===== config.mk =====
export PLATFORM = sky130hd
export DESIGN_NAME = hart_mc
export DESIGN_NICKNAME = d
export VERILOG_FILES = /design/src/rtl/hart_mc.sv
export SDC_FILE = /design/constraint.sdc
export NUM_CORES = 2
export LEC_CHECK = 0
export BUFFER_PORTS_ARGS = -buffer_cell sky130_fd_sc_hd__buf_4
export CAP_MARGIN = 20
export CORE_MARGIN = 2
export CORE_UTILIZATION = 46
export DETAILED_ROUTE_END_ITERATION = 7
export PLACE_DENSITY = 0.59
export SYNTH_ARGS = -nofsm -noshare
export SYNTH_HDL_FRONTEND = slang
export SYNTH_SLANG_ARGS = --single-unit

===== constraint.sdc =====
create_clock -name clk -period 13.19 [get_ports clk]
set_clock_uncertainty 0.05 [all_clocks]
set_input_delay 1.9785 -clock clk [delete_from_list [all_inputs] [get_ports clk]]
set_output_delay 1.9785 -clock clk [all_outputs]
set_load 0.02 [all_outputs]

===== src/rtl/hart_mc.sv =====
// Multi-cycle RV32I hart with a single shared req/ready memory port for fetch and data.
// Latency: 4 cycles per non-memory instruction, 5 per load/store, plus 1 per memory wait cycle.
// Backpressure: mem_req holds addr/we/width/wdata stable until mem_ready, then drops for at least one cycle.
//
// Ports:
//   clk, reset        core clock; synchronous active-high reset
//   mem_req/mem_we    request valid / 1 = store
//   mem_addr          byte address (PC on fetch, ALU result on data access)
//   mem_wdata         store data (rs2), 0 unless storing
//   mem_width         00 byte, 01 half, 10 word (always 10 on fetch)
//   mem_sext          sign-extend load data (0 on fetch)
//   mem_ready         transfer completes this cycle
//   mem_rdata         read data, valid with mem_req & mem_ready & ~mem_we
//   halted            sticky halt indicator
//   pc_o              current PC
//   instret           retired-instruction count
// Optional feature macro: HART_MC_INSTRET_EN (64-bit instret counter; tied to 0 when undefined).
module hart_mc #(
  parameter logic [31:0] RESET_PC     = 32'h0000_0000,
  parameter int unsigned MEM_WAIT_MAX = 0
) (
  input  logic        clk,
  input  logic        reset,
  output logic        mem_req,
  output logic        mem_we,
  output logic [31:0] mem_addr,
  output logic [31:0] mem_wdata,
  output logic [1:0]  mem_width,
  output logic        mem_sext,
  input  logic        mem_ready,
  input  logic [31:0] mem_rdata,
  output logic        halted,
  output logic [31:0] pc_o,
  output logic [63:0] instret
);

  typedef enum logic [2:0] {
    S_FETCH, S_DECODE, S_EXEC, S_MEM, S_WB, S_HALT
  } state_t;

  localparam logic [6:0] OPC_LUI    = 7'b0110111;
  localparam logic [6:0] OPC_AUIPC  = 7'b0010111;
  localparam logic [6:0] OPC_JAL    = 7'b1101111;
  localparam logic [6:0] OPC_JALR   = 7'b1100111;
  localparam logic [6:0] OPC_BRANCH = 7'b1100011;
  localparam logic [6:0] OPC_LOAD   = 7'b0000011;
  localparam logic [6:0] OPC_STORE  = 7'b0100011;
  localparam logic [6:0] OPC_OPIMM  = 7'b0010011;
  localparam logic [6:0] OPC_OP     = 7'b0110011;

  state_t      state, state_nxt;
  // Low for the first cycle out of reset so no request is driven while reset is held.
  logic        boot;
  logic [31:0] pc, insn, rs1_val, rs2_val, imm, alu_res, next_pc, load_data;
  logic [31:0] rf [32];  // entry 0 is never written, so it always reads 0
  logic        wait_expired;

  // ---------------- decode (from the latched instruction) ----------------
  logic [6:0]  opcode;
  logic [4:0]  rd, rs1, rs2;
  logic [2:0]  f3;
  logic        f7b5;
  logic        is_jal, is_jalr, is_branch, is_load, is_store, is_op, is_opimm;
  logic        legal, rd_we;
  logic [31:0] imm_dec;

  assign opcode    = insn[6:0];
  assign rd        = insn[11:7];
  assign f3        = insn[14:12];
  assign rs1       = insn[19:15];
  assign rs2       = insn[24:20];
  assign f7b5      = insn[30];
  assign is_jal    = (opcode == OPC_JAL);
  assign is_jalr   = (opcode == OPC_JALR);
  assign is_branch = (opcode == OPC_BRANCH);
  assign is_load   = (opcode == OPC_LOAD);
  assign is_store  = (opcode == OPC_STORE);
  assign is_op     = (opcode == OPC_OP);
  assign is_opimm  = (opcode == OPC_OPIMM);
  assign rd_we     = !(is_branch || is_store);

  always_comb begin
    legal   = 1'b0;
    imm_dec = {{20{insn[31]}}, insn[31:20]};
    case (opcode)
      OPC_LUI, OPC_AUIPC: begin
        legal   = 1'b1;
        imm_dec = {insn[31:12], 12'h000};
      end
      OPC_JAL: begin
        legal   = 1'b1;
        imm_dec = {{11{insn[31]}}, insn[31], insn[19:12], insn[20], insn[30:21], 1'b0};
      end
      OPC_BRANCH: begin
        legal   = (f3[2:1] != 2'b01);
        imm_dec = {{19{insn[31]}}, insn[31], insn[7], insn[30:25], insn[11:8], 1'b0};
      end
      OPC_STORE: begin
        legal   = (f3 < 3'b011);
        imm_dec = {{20{insn[31]}}, insn[31:25], insn[11:7]};
      end
      OPC_LOAD:            legal = f3 inside {3'b000, 3'b001, 3'b010, 3'b100, 3'b101};
      OPC_JALR:            legal = (f3 == 3'b000);
      OPC_OP, OPC_OPIMM:   legal = 1'b1;
      // SYSTEM (ECALL/EBREAK), FENCE and everything else stop the hart.
      default:             legal = 1'b0;
    endcase
  end

  // ---------------- execute ----------------
  logic [3:0]  aluctl;
  logic [31:0] opb, alu_out, next_pc_c;
  logic        taken;

  assign opb = is_op ? rs2_val : imm;

  always_comb begin
    aluctl = 4'b0000;  // address calculation and everything else: ADD
    if (is_op)         aluctl = {f7b5, f3};
    else if (is_opimm) aluctl = {f7b5 & (f3 == 3'b101), f3};
  end

  always_comb begin
    alu_out = '0;
    case (aluctl)
      4'b0000:          alu_out = rs1_val + opb;
      4'b1000:          alu_out = rs1_val - opb;
      4'b0001, 4'b1001: alu_out = rs1_val << opb[4:0];
      4'b0010, 4'b1010: alu_out = {31'b0, $signed(rs1_val) < $signed(opb)};
      4'b0011, 4'b1011: alu_out = {31'b0, rs1_val < opb};
      4'b0100, 4'b1100: alu_out = rs1_val ^ opb;
      4'b0101:          alu_out = rs1_val >> opb[4:0];
      4'b1101:          alu_out = 32'($signed(rs1_val) >>> opb[4:0]);
      4'b0110, 4'b1110: alu_out = rs1_val | opb;
      default:          alu_out = rs1_val & opb;
    endcase
  end

  always_comb begin
    taken = 1'b0;
    case (f3)
      3'b000:  taken = (rs1_val == rs2_val);
      3'b001:  taken = (rs1_val != rs2_val);
      3'b100:  taken = ($signed(rs1_val) <  $signed(rs2_val));
      3'b101:  taken = ($signed(rs1_val) >= $signed(rs2_val));
      3'b110:  taken = (rs1_val <  rs2_val);
      3'b111:  taken = (rs1_val >= rs2_val);
      default: taken = 1'b0;
    endcase
  end

  always_comb begin
    next_pc_c = pc + 32'd4;
    if (is_jal || (is_branch && taken)) next_pc_c = pc + imm;
    else if (is_jalr)                   next_pc_c = (rs1_val + imm) & 32'hFFFF_FFFE;
  end

  // ---------------- writeback data ----------------
  logic [31:0] wb_data;
  always_comb begin
    case (opcode)
      OPC_LUI:           wb_data = imm;
      OPC_AUIPC:         wb_data = pc + imm;
      OPC_JAL, OPC_JALR: wb_data = pc + 32'd4;
      OPC_LOAD:          wb_data = load_data;
      default:           wb_data = alu_res;
    endcase
  end

  // ---------------- memory wait timeout ----------------
  generate
    if (MEM_WAIT_MAX > 0) begin : g_timeout
      logic [31:0] wait_cnt;
      always_ff @(posedge clk) begin
        if (reset)                       wait_cnt <= '0;
        else if (mem_req && !mem_ready)  wait_cnt <= wait_cnt + 32'd1;
        else                             wait_cnt <= '0;
      end
      assign wait_expired = mem_req && !mem_ready && ((wait_cnt + 32'd1) == MEM_WAIT_MAX);
    end else begin : g_no_timeout
      assign wait_expired = 1'b0;
    end
  endgenerate

  // ---------------- control FSM ----------------
  always_ff @(posedge clk) begin
    if (reset) state <= S_FETCH;
    else       state <= state_nxt;
  end

  // Memory outputs decode from registered state only; mem_ready only steers the next state.
  always_comb begin
    state_nxt = state;
    mem_req   = 1'b0;
    mem_we    = 1'b0;
    mem_addr  = '0;
    mem_wdata = '0;
    mem_width = 2'b10;
    mem_sext  = 1'b0;
    case (state)
      S_FETCH: begin
        if (boot) begin
          if (pc[1:0] != 2'b00) begin
            state_nxt = S_HALT;  // misaligned target: no request is issued
          end else begin
            mem_req  = 1'b1;
            mem_addr = pc;
            if (mem_ready)         state_nxt = S_DECODE;
            else if (wait_expired) state_nxt = S_HALT;
          end
        end
      end
      S_DECODE: state_nxt = legal ? S_EXEC : S_HALT;
      S_EXEC:   state_nxt = (is_load || is_store) ? S_MEM : S_WB;
      S_MEM: begin
        mem_req   = 1'b1;
        mem_we    = is_store;
        mem_addr  = alu_res;  // misaligned addresses pass through untouched
        mem_wdata = is_store ? rs2_val : 32'h0;
        mem_width = f3[1:0];
        mem_sext  = ~f3[2];
        if (mem_ready)         state_nxt = S_WB;
        else if (wait_expired) state_nxt = S_HALT;
      end
      S_WB:     state_nxt = S_FETCH;
      default:  state_nxt = S_HALT;
    endcase
  end

  // ---------------- datapath registers ----------------
  always_ff @(posedge clk) begin
    if (reset) begin
      boot      <= 1'b0;
      pc        <= RESET_PC;
      insn      <= '0;
      rs1_val   <= '0;
      rs2_val   <= '0;
      imm       <= '0;
      alu_res   <= '0;
      next_pc   <= '0;
      load_data <= '0;
      for (int i = 0; i < 32; i++) rf[i] <= '0;
    end else begin
      boot <= 1'b1;
      case (state)
        S_FETCH:  if (mem_req && mem_ready) insn <= mem_rdata;
        S_DECODE: begin
          rs1_val <= rf[rs1];
          rs2_val <= rf[rs2];
          imm     <= imm_dec;
        end
        S_EXEC: begin
          alu_res <= alu_out;
          next_pc <= next_pc_c;
        end
        S_MEM:    if (mem_ready && !is_store) load_data <= mem_rdata;
        S_WB: begin
          pc <= next_pc;
          if (rd_we && rd != 5'd0) rf[rd] <= wb_data;
        end
        default: ;
      endcase
    end
  end

  assign halted = (state == S_HALT);
  assign pc_o   = pc;

`ifdef HART_MC_INSTRET_EN
  logic [63:0] instret_q;
  always_ff @(posedge clk) begin
    if (reset)              instret_q <= '0;
    else if (state == S_WB) instret_q <= instret_q + 64'd1;  // wraps naturally
  end
  assign instret = instret_q;
`else
  assign instret = 64'd0;
`endif

endmodule


* After elaboration in Yosys (flattened, before gate mapping)
Memories as Yosys holds them, arrays and structs flattened. A register that Yosys moved wholly into a read port is not among the register bits. Index checks and enable logic that the tools add are counted.
Cells by class: $add $sub $neg 5, magnitude comparators 7, equal/unequal tests 39, shifts and indexed selects 3, muxes and demuxes 38, bitwise logic cells 5, reduce and logical (&&, ||, !) cells 27
Operators with widths (number):
- 32-bit one-hot mux with 9 select lines | 1
- 32-bit two-way mux | 8
- 32-bit less-than comparator | 4
- 32-bit one-hot mux with 4 select lines | 1
- 31-bit one-hot mux with 4 select lines | 1
- 32-bit adder | 3
- 32-bit greater-or-equal comparator | 2
- 32-bit one-hot mux with 2 select lines | 1
- 32-bit by 3-bit adder with 32-bit output (second input constant) | 1
- 32-bit AND | 1
- 32-bit == test | 1
- 32-bit != test | 1
- 32-bit bitwise OR | 1
- 32-bit OR reduction | 1
- 32-bit by 5-bit left shift with 32-bit output | 1
- 32-bit by 5-bit right shift with 32-bit output | 1
- 32-bit by 5-bit >>> shifter with 32-bit output | 1
- 32-bit subtractor | 1
- 32-bit XOR | 1
- 4-bit == test (second input constant) | 7
- 7-bit by 6-bit == test with 1-bit output (second input constant) | 3
- 7-bit == test (second input constant) | 3
- 3-bit == test (second input constant) | 6
- 3-bit two-way mux | 6
- other kinds (32) | 67
Storage, ports and cells: flip-flop bits (word level) 196, memory bits (writable) 1024, bits of input ports 35, output and inout port bits 166, memories 1
Memory list:
- rf | depth 32, width 32, rd ports 2, clocked after Yosys merged registers in 2, write ports 32, line 55 | logic [31:0] rf [32];

* Longest topological paths before layout
depth after elaboration 10, mapped depth 23

* Least setup slack after synthesis
No wires, ideal clock.
path type register to register, start register insn[3], end register alu_res[17], setup time 116 ps, data arrival time 4571 ps, setup slack 8453 ps, stages on the path, launching flop included 20, buffers on the path 3, cell sequence dfxtp_1 -> nand4bb_1 -> buf_2 -> nor2_2 -> clkbuf_1 -> clkbuf_1 -> mux2_2 -> inv_1 -> ha_1 -> or4_1 -> nor2_1 -> nand4_1 -> a21oi_1 -> a311oi_1 -> o31ai_1 -> a41oi_1 -> a221o_1 -> o21ai_1 -> o2111a_1 -> o21ai_1
Between the ends: cells in the longest elaborated chain, start to end 6, elaborated cells between the ends (all ways) 33, those cells by class add/sub: 2; eq/ne: 15; shift: 3; mux: 4; bitwise: 3; reduce/logical: 6
Ends and longest elaborated chain:
- start: declaration | line 54 | logic [31:0] pc, insn, rs1_val, rs2_val, imm, alu_res, next_pc, load_data;
- start signal: assignment | line 246 | S_FETCH: if (mem_req && mem_ready) insn <= mem_rdata;
- branches (longest 5 deep; another with 32-bit subtractor)
- 32-bit one-hot mux with 9 select lines (*) | line 125 | case (aluctl)
- end signal: assignment | line 253 | alu_res <= alu_out;
- end: declaration | line 54
Mark *: on every way between the ends. A chain may end at the register's enable or synchronous reset.

* Worst setup path in the final report
start register insn[3], end register alu_res[30]
The elaborated chain is that of the path after synthesis.

==> impl_summary.txt <==
----------------------------------------------------
[Status]
  Result of the run ... completed

[Route]
  Iter 0 DRT Violations ... 9046
  Number of detailed-routing iterations run before antenna repair ... 8
  Final routed wire length divided by cell count ... 35.9 microns
  Total via count after detailed routing ... 60.9k
  Total detailed-routing wirelength ... 321000 microns
  Vias/cell ... 6.81
  Post-route ant nets ... 0
  Number of DRC violations after detailed routing ... 0

[Floorplan]
  Placeable core region ... 0.167 sq mm
  Ports ... 201
  Die area ... 0.171 sq mm
  Number of placement rows ... 150
  Starting utilization of the core area ... 46.2%
  Height of the die ... 413 microns
  Overall die width ... 413 microns

[Worst setup path]
  Startpoint of the most critical register-to-register path ... insn[3]
  Origin of the worst setup path ... insn[3]
  Peak fanout along the critical path ... 46
  Crit. End Element ... flop
  Startpoint kind of the worst setup timing path ... flop
  Largest incremental delay on the critical path ... 0.72 ns
  Cell-by-cell trace of the critical path ... nand4bb_1 -> nor2_4 -> buf_4 -> a21o_1 -> buf_4 -> inv_2 -> fa_1 -> nor2b_1 -> o2111ai_1 -> a32oi_1 -> a31oi_1 -> o31ai_1 -> a21oi_1 -> o21ai_0 -> o2111ai_1 -> nor2b_1 -> a2bb2oi_1
  Cell type of the slowest stage on the worst timing path ... sky130_fd_sc_hd__o31ai_1
  Critical path required time ... 13.79 ns
  Critical path arrival ... 7.26 ns
  CP Class ... flop to flop

[Synth]
  Number of synthesized flops with an enable pin ... 1024
  Syn. warnings ... 0
  Synthesized netlist cell count ... 6704
  Proportion of synthesized chip area in sequential cells ... 46.7%
  Post-synthesis async set-or-reset flop share ... 0%
  Average footprint of a synthesized cell ... 11.5 sq um
  Post-synthesis register bit count ... 1284
  Top_reg_cell synth ... sky130_fd_sc_hd__edfxtp_1
  Synthesized area ... 0.0770 sq mm
  Yosys cell types ... 110

[Power and ir drop]
  Leakage Power ... 28.0 nW
  Net load switching power ... 3.74 mW
  Power density of the placed cells ... 134 mW/mm^2
  Combinational share of power ... 23.8%
  Internal power ... 7.65 mW
  Part of the total power dissipated in the clock network ... 34.5%
  Switching share of power ... 32.8%
  Worst vdd rail ir drop ... 0.148 mV
  Share of power burned in registers ... 41.7%

[Clocking]
  Number of levels in the clock H-tree ... 4
  Cells resized by post-CTS repair ... 0
  Clock buffers created by TritonCTS ... 144
  Post-CTS setup-driven buffer insertion count ... 0
  Root buffer selected by CTS ... sky130_fd_sc_hd__clkbuf_16
  Clock Pin Slew Worst Setup and Hold Paths ... 0.06 ns
  Post-CTS Hold Fix Bufs ... 0
  Clock net sink count ... 1284
  Insertion delay of the later-clocked pin in the worst-skew pair ... 0.82 ns
  Number of buffers on the longest clock path ... 3
  CTS tree ... yes

[Global route]
  Global-route wire length before repair ... 447000 microns
  Maximum number of pins on one net before global-route repair ... 120
  Total congestion overflow ... 0
  Total routing resource utilization after global routing ... 37.3%
  Initial antenna violation count ... 15
  Via count of the first global-routing pass ... 58.1k

[Timing]
  Highest attainable clock frequency ... 150 MHz
  Final setup viols ... 0
  Setup repair after global routing missed its margin ... false
  Setup_tns ... 0 ns
  Number of hold violations in the final report ... 0
  Max_slew headroom ... 23.8%
  Minimum clock period ... 6.66 ns
  Final period util ... 50.5%
  Tightest Pin Transition ... 1.13 ns
  Number of max-slew violations in the final report ... 0

[Place]
  Number of input and output port buffers inserted ... 136
  DP Cell Count ... 8680
  Detailed placement HPWL ... 215000 microns
  Final weighted congestion of routability-driven global placement ... 1.07

[Finish]
  Highest-count cells in the layout ignoring fill and taps ... sky130_fd_sc_hd__nor2_1 (1189), sky130_fd_sc_hd__edfxtp_1 (1024), sky130_fd_sc_hd__mux4_2 (647), sky130_fd_sc_hd__nand2_1 (460), sky130_fd_sc_hd__a21oi_1 (370)
  Layout Cells excl Fill ... 8942
  Most frequent standard cell in the layout excluding fill and tap cells ... sky130_fd_sc_hd__nor2_1
  Layout cell share with drive strength beyond 1 ... 21.0%
  Number of nets at the end of the flow ... 6847
  Area growth from synthesis to layout ... 10.4%

[Run]
  Max-cap violations ... 0

[Min path]
  Hold wc startpoint ... next_pc[28]
  Hold/Removal Path Class ... flop to flop

----------------------------------------------------
[cells in the mapped netlist, types with 19 or more instances]
library cell,instances,share of area (%)
sky130_fd_sc_hd__and3_1,29,0.24
sky130_fd_sc_hd__o211ai_1,58,0.57
sky130_fd_sc_hd__a222oi_1,24,0.31
sky130_fd_sc_hd__nor2_1,1196,5.8
sky130_fd_sc_hd__a21o_1,49,0.48
sky130_fd_sc_hd__a22o_1,33,0.38
sky130_fd_sc_hd__a31oi_1,25,0.20
sky130_fd_sc_hd__mux4_2,647,19
sky130_fd_sc_hd__mux2i_1,187,2.4
sky130_fd_sc_hd__o2111ai_1,22,0.25
sky130_fd_sc_hd__buf_2,37,0.24
sky130_fd_sc_hd__buf_4,69,0.67
sky130_fd_sc_hd__o221ai_1,23,0.26
sky130_fd_sc_hd__inv_1,157,0.77
sky130_fd_sc_hd__nand4_1,25,0.20
sky130_fd_sc_hd__nand3_1,67,0.44
sky130_fd_sc_hd__o21bai_1,19,0.19
sky130_fd_sc_hd__mux2_2,36,0.53
sky130_fd_sc_hd__clkbuf_1,516,2.5
sky130_fd_sc_hd__o22ai_1,27,0.22
sky130_fd_sc_hd__ha_1,184,3.0
sky130_fd_sc_hd__a211oi_1,117,1.1
sky130_fd_sc_hd__a221oi_1,24,0.27
sky130_fd_sc_hd__dfxtp_1,260,6.8
sky130_fd_sc_hd__and2_1,21,0.17
sky130_fd_sc_hd__nor3_1,182,1.2
sky130_fd_sc_hd__nand2_1,522,2.5
sky130_fd_sc_hd__a21oi_1,372,2.4
sky130_fd_sc_hd__nor4_1,34,0.28
sky130_fd_sc_hd__xor2_1,36,0.41
sky130_fd_sc_hd__o21ai_0,238,1.5
sky130_fd_sc_hd__xnor2_1,61,0.69
sky130_fd_sc_hd__nand2b_1,24,0.20
sky130_fd_sc_hd__edfxtp_1,1024,40
sky130_fd_sc_hd__buf_1,56,0.27
[through the flow]
step	worst slack [ns]	total power [mW]	hold slack [ns]	util, %	cell area [sq um]
6_report	6.53	11.4	0.393	51.0	85000
3_3_place_gp	6.88	7.43	0.383	48.2	80300
3_5_place_dp	6.75	7.44	0.384	48.3	80400
5_1_grt	6.30	11.7	0.413	51.0	85000
4_1_cts	6.71	11.3	0.392	50.9	84900
2_1_floorplan	8.45	6.43	0.365	-	77300
[kinds of logic (layout without fill, tap and decap cells)]
kind of cell               count (synthesis)  in the layout  synth area share, %
muxes                                    871            871                 21.9
other                                      1             98              0.00487
xor gates and xnor gates                  97             97                 1.10
DFF                                     1284           1284                 46.7
buffers and inverters                    844            781                 4.59
and+or+nand+nor                         2189           2189                 12.0
adders and majority gates                187            187                 3.07
AOI/OAI and AO/OA                       1231           1231                 10.6
[flip-flops by register name, indices dropped and copies added, names as in the netlist]
name / cells
boot: 1
pc_o: 32
state: 3
load_data: 32
rs1_val: 32
insn: 32
imm: 32
alu_res: 32
rf: 1024
next_pc: 32
rs2_val: 32
[power by group through the flow]
stage	combinational [mW]	sequential [mW]	clock, mW
after floorplan	1.73	4.71	0
after global placement	2.62	4.81	0
after detailed placement	2.62	4.82	0
after global routing	2.83	4.75	4.12
after CTS	2.63	4.73	3.96
final	2.71	4.75	3.93
[area by class of cell]
type	instances	area, sq um
diodes	2	5.00
clock buffers	187	3860
clock inverters	70	622
fillers	14600	81700
inverters	160	608
multi-input cells	4671	38300
flip-flops and latches	1284	36000
well taps	2204	2760
repair buffers	364	2860
[per-layer routing]
metal	track usage [%]	part of all wire (%)	wire length [microns]
met2	58.1	46	146000
met4	21.6	7.1	22800
met3	8.27	11	34700
met1	47.9	37	117000
met5	0	0.028	89
[worst max-delay path, delay by kind of cell, from the launching register on]
kind	cells	cell delay, ns
compound gates	9	2.87
fa+ha+maj	1	0.44
buf+inv	3	1.08
flops	1	0.36
simple gates	4	1.67
[path summary, 6_finish.rpt]
path | endpoint | slack [ns] | cells past startpoint
max | alu_res[30] | 6.53 | 17
min | next_pc[28] | 0.39 | 2
max reg2reg | alu_res[30] | 6.53 | 17
min reg2reg | next_pc[28] | 0.39 | 2
(Power assumes the default switching activity.)
